## src/rtl/fetch_stage.sv

```systemverilog
// LEGv8 instruction fetch + IF/ID register: 1-cycle latency; stall holds PC and IF/ID; imem wait inserts bubbles.
// Optional FETCH_MISALIGN_CHECK_EN adds a sticky misaligned-redirect flag on misalign_o.
module fetch_stage #(
  parameter int              N         = 64,
  parameter logic [N-1:0]    RESET_PC  = '0,
  parameter logic [31:0]     NOP_INSTR = 32'h0000_0000
) (
  input  logic         clk,
  input  logic         reset,
  input  logic         stall_i,
  input  logic         PCSrc_i,
  input  logic [N-1:0] PCBranch_i,
  output logic         imem_req_o,
  output logic [N-1:0] imem_addr_o,
  input  logic [31:0]  imem_rdata_i,
  input  logic         imem_valid_i,
  output logic [31:0]  instr_o,
  output logic [N-1:0] pc_o,
  output logic         valid_o,
  output logic         misalign_o
);

  typedef enum logic [1:0] {
    IDLE  = 2'd0,
    FETCH = 2'd1,
    WAIT  = 2'd2
  } state_t;

  localparam logic [N-1:0] PC_STEP    = N'(4);
  localparam logic [N-1:0] ALIGN_MASK = ~N'(3);

  state_t         state, state_nxt;
  logic [N-1:0]   pc, pc_nxt;
  logic [31:0]    instr_q, instr_nxt;
  logic [N-1:0]   pcq, pcq_nxt;
  logic           valid_q, valid_nxt;

  always_ff @(posedge clk or negedge reset) begin
    if (!reset) begin
      state   <= IDLE;
      pc      <= RESET_PC;
      instr_q <= NOP_INSTR;
      pcq     <= '0;
      valid_q <= 1'b0;
    end else begin
      state   <= state_nxt;
      pc      <= pc_nxt;
      instr_q <= instr_nxt;
      pcq     <= pcq_nxt;
      valid_q <= valid_nxt;
    end
  end

  always_comb begin
    state_nxt = state;
    pc_nxt    = pc;
    instr_nxt = instr_q;
    pcq_nxt   = pcq;
    valid_nxt = valid_q;
    case (state)
      IDLE: state_nxt = FETCH;
      FETCH, WAIT: begin
        if (PCSrc_i) begin
          // Redirect beats stall and drops any word returned this cycle.
          pc_nxt    = PCBranch_i & ALIGN_MASK;
          instr_nxt = NOP_INSTR;
          pcq_nxt   = '0;
          valid_nxt = 1'b0;
          state_nxt = FETCH;
        end else if (stall_i) begin
          state_nxt = state;
        end else if (!imem_valid_i) begin
          instr_nxt = NOP_INSTR;
          pcq_nxt   = '0;
          valid_nxt = 1'b0;
          state_nxt = WAIT;
        end else begin
          instr_nxt = imem_rdata_i;
          pcq_nxt   = pc;
          valid_nxt = 1'b1;
          pc_nxt    = pc + PC_STEP;
          state_nxt = FETCH;
        end
      end
      default: state_nxt = IDLE;
    endcase
  end

`ifdef FETCH_MISALIGN_CHECK_EN
  logic misalign_q;
  logic misalign_set;

  always_comb begin
    misalign_set = 1'b0;
    if ((state == FETCH || state == WAIT) && PCSrc_i)
      misalign_set = |PCBranch_i[1:0];
  end

  always_ff @(posedge clk or negedge reset) begin
    if (!reset) misalign_q <= 1'b0;
    else        misalign_q <= misalign_q | misalign_set;
  end

  assign misalign_o = misalign_q;
`else
  assign misalign_o = 1'b0;
`endif

  assign imem_addr_o = pc;
  assign imem_req_o  = (state == FETCH) || (state == WAIT);
  assign instr_o     = instr_q;
  assign pc_o        = pcq;
  assign valid_o     = valid_q;

endmodule

```

## config.mk

```make
export PLATFORM = sky130hd
export DESIGN_NAME = fetch_stage
export DESIGN_NICKNAME = d
export VERILOG_FILES = /design/src/rtl/fetch_stage.sv
export SDC_FILE = /design/constraint.sdc
export NUM_CORES = 1
export LEC_CHECK = 0
export ABC_AREA = 1
export CAP_MARGIN = 20
export CELL_PAD_IN_SITES_DETAIL_PLACEMENT = 1
export CELL_PAD_IN_SITES_GLOBAL_PLACEMENT = 1
export CORE_MARGIN = 2
export CORE_UTILIZATION = 37
export CTS_BUF_LIST = sky130_fd_sc_hd__clkbuf_2
export DETAILED_ROUTE_END_ITERATION = 12
export PLACE_DENSITY_LB_ADDON = 0.1
export SYNTH_ARGS = -nofsm -noshare
export SYNTH_HDL_FRONTEND = slang
export SYNTH_SLANG_ARGS = --single-unit
```

## constraint.sdc

```tcl
create_clock -name clk -period 3 [get_ports clk]
set_input_delay 0.45 -clock clk [delete_from_list [all_inputs] [get_ports clk]]
set_output_delay 0.45 -clock clk [all_outputs]
set_load 0.005 [all_outputs]
```

==> impl_metrics.toml <==
[outcome]
run_status = "finished clean"

[worst_setup_path]
slowest_delay_ns = 0.54
cp.arrival_ns = 2.16
critPathTopFamily = "buffers and inverters"
cp_slowest_cell = "clkdlybuf4s50_1"
cp_max_fo = 4
path_cells = "inv_1 -> ha_1 -> clkdlybuf4s50_1"
crit_required_ns = 2.55
crit_path_end_kind = "primary output"
setup.worst_path.class = "flip-flop to primary output"
critPathLaunchType = "flip-flop"
path_buf_inv = 2

[power]
p_sw_frac = 0.4442
pwr-share-comb = 0.488
p_per_area_nw_per_um2 = 848.3
clockPowerShare = 0.116
pwr-share-seq = 0.396
irDropWorstVdd_v = 0.0003557
p_int_mw = 5.640
switching_power_mw = 4.508
leakage_nw = 5.545
power.total_mw = 10.15

[clock_network]
clk_latency_ns = 0.78
clk_pin_slew_ns = 0.31
cts_buffers = 17
root_buffer = "clkbuf_2"
post_cts_buffers = 0
hold_buffers = 1
cts_sinks = 160
cts_tree = "done"
h-tree-depth = 4
cts_resized = 0
clk_path_buf_depth = 2

[die]
fp.dieW_um = 158.5
die_h_um = 158.5
rows = 56
dieArea_um2 = 25120
core_area_um2 = 23470
ios = 264
initial_core_util = 0.3762

[timing]
final.setup_skew_ns = 0.06036
whs_ns = 0.1482
finalCritPeriodShare = 0.8714
finalHoldViolations = 0
rsz0062_at_grt = "false"
maxSlewHeadroom = 0.5468
min_period_ns = 2.614
fmax_ghz = 0.3825
tns_ns = 0
setup_violations = 0
tightest_slew_ns = 0.6798
finalMaxSlewViolations = 0

[global_routing]
grt_pass1_wl_um = 52240
grt_max_degree = 104
grt_pass1_vias = 9524
grt_use_total = 0.2714
overflow = 0
antenna_found_initial = 1

[flow_run]
drv_cap = 0

[drt]
drt_first_pass_iters = 4
drc = 0
vias = 9435
ant_nets = 0
routed_wl_um = 33950
drt-initial-drc-count = 492
vias_per_cell = 5.119
wl_per_cell_um = 18.42

[synth]
avgSynthCellArea_um2 = 6.954
syn_inst = 1270
synth_cell_type_count = 33
synth_sequential_area_ratio = 0.4534
ys_ff_latch = 160
netlist_area_um2 = 8831
yosys_warnings = 0

[finish]
num-fill-cells = 3035
drive_gt1_frac = 0.05253
final_nets = 1614
area_growth_pct = 35.45

[placed_design]
place_hpwl_um = 25500
gp_congestion = 0.9448
port_buffers = 258

[min_path]
min_path_type = "input pin to flip-flop"
-- per-layer routing --
layer / GRT usage / part of all wire
met2: 0.4460 / 0.46
met3: 0.04518 / 0.054
met4: 0.06650 / 0.016
met5: 0 / 0
met1: 0.3742 / 0.47
-- synthesized netlist by cell type --
master,n,area share
a21boi_0,1,0.00085
a21oi_1,28,0.016
a21oi_4,1,0.0018
a22oi_1,6,0.0051
buf_1,3,0.0013
buf_2,16,0.0091
buf_4,5,0.0043
clkbuf_1,28,0.012
conb_1,1,0.00042
dfrtp_1,160,0.45
ha_1,3,0.0043
inv_1,151,0.064
inv_2,5,0.0021
nand2_1,388,0.16
nand2_2,8,0.0057
nand2_4,5,0.0064
nand3_1,72,0.041
nand3_2,2,0.0023
nand4_1,11,0.0078
nor2_1,182,0.077
nor2_2,6,0.0043
nor2_4,5,0.0064
nor2_8,2,0.0045
nor3_1,2,0.0011
nor4_1,1,0.00071
o21ai_0,128,0.073
o21ai_1,40,0.023
o22ai_1,5,0.0035
o2bb2ai_1,1,0.00099
o31ai_1,1,0.00085
o32ai_1,1,0.00099
or2_2,1,0.00071
xor2_1,1,0.00099
-- power groups by stage --
stage / Sequential, mW / Combinational (mW) / Clock, mW
2_1_floorplan: 3.84 / 2.14 / 0
3_3_place_gp: 4.01 / 4.84 / 0
3_5_place_dp: 4.04 / 4.97 / 0
4_1_cts: 4.00 / 5.01 / 1.21
5_1_grt: 4.15 / 5.51 / 1.30
6_report: 4.01 / 4.95 / 1.18
-- path summary, 6_finish.rpt --
path | from | endpoint | slack, ns | cells past startpoint
min in group asynchronous | reset | instr_o[14] | 0.21 | 2
max | state[0] | imem_req_o | 0.39 | 3
max in group asynchronous | reset | pc_o[41] | 1.89 | 3
min | imem_rdata_i[30] | instr_o[30] | 0.15 | 3
max reg2reg | imem_addr_o[2] | imem_addr_o[44] | 0.74 | 10
min reg2reg | pc_o[20] | pc_o[20] | 0.52 | 2
-- worst reg2reg max path, cell delays in order (launching register included) --
cell     delay (ns)
dfrtp_1        0.51
ha_1           0.26
nand2_1        0.11
nor2_4         0.21
nand3_2        0.19
nor2_1         0.51
nand2_1        0.12
nand2_1        0.08
nand3_1        0.07
nand2_1        0.08
nand2_1        0.04
-- final cells by class --
type | count | area (um^2) | area share
multi-input cells | 904 | 4023 | 0.3363
well taps | 319 | 399.1 | 0.03337
inverters | 156 | 586.8 | 0.04906
clock buffers | 17 | 85.08 | 0.007113
flip-flops and latches | 160 | 4004 | 0.3347
clock inverters | 15 | 127.6 | 0.01067
diodes | 1 | 2.502 | 0.0002092
repair buffers | 271 | 2734 | 0.2286
-- sequential cells by signal, summed over array words and instances, names as in the netlist --
name / flops
pc_o: 63
imem_addr_o: 62
instr_o: 32
state: 2
valid_o: 1
-- cell usage in the layout (no fill, tap or decap), drive strengths merged --
cell type / synthesis / layout
nand2: 401 / 401
clkdlybuf4s50: 0 / 257
nor2: 195 / 195
o21ai: 168 / 168
inv: 156 / 161
dfrtp: 160 / 160
nand3: 74 / 74
a21oi: 29 / 29
clkbuf: 28 / 17
buf: 24 / 13
nand4: 11 / 11
clkinv: 0 / 8
a22oi: 6 / 6
o22ai: 5 / 5
ha: 3 / 3
conb: 1 / 3
nor3: 2 / 2
clkinvlp: 0 / 2
diode: 0 / 1
a21boi: 1 / 1
o2bb2ai: 1 / 1
nor4: 1 / 1
xor2: 1 / 1
or2: 1 / 1
o31ai: 1 / 1
o32ai: 1 / 1
dlygate4sd3: 0 / 1
-- kinds of logic after synthesis --
logic type	synth area share
fa+ha+maj	0.004251
buf+inv	0.09280
xor+xnor	0.0009920
compound gates	0.1252
other cells	0.0004246
simple gates	0.3229
flops	0.4534
-- per-stage QoR --
step / area, um^2 / setup slack, ns / utilization / instances
finish: 11960 / 0.3859 / 0.5096 / 1843
global route: 11960 / 0.2552 / 0.5096 / 1843
CTS: 11960 / 0.3090 / 0.5095 / 1842
detailed placement: 11740 / 0.6409 / 0.5000 / 1809
global placement: 11740 / 0.6792 / 0.5000 / 1809
floorplan: 8838 / 1.296 / - / 1272
Note: power is estimated with default switching activity, not from simulation.
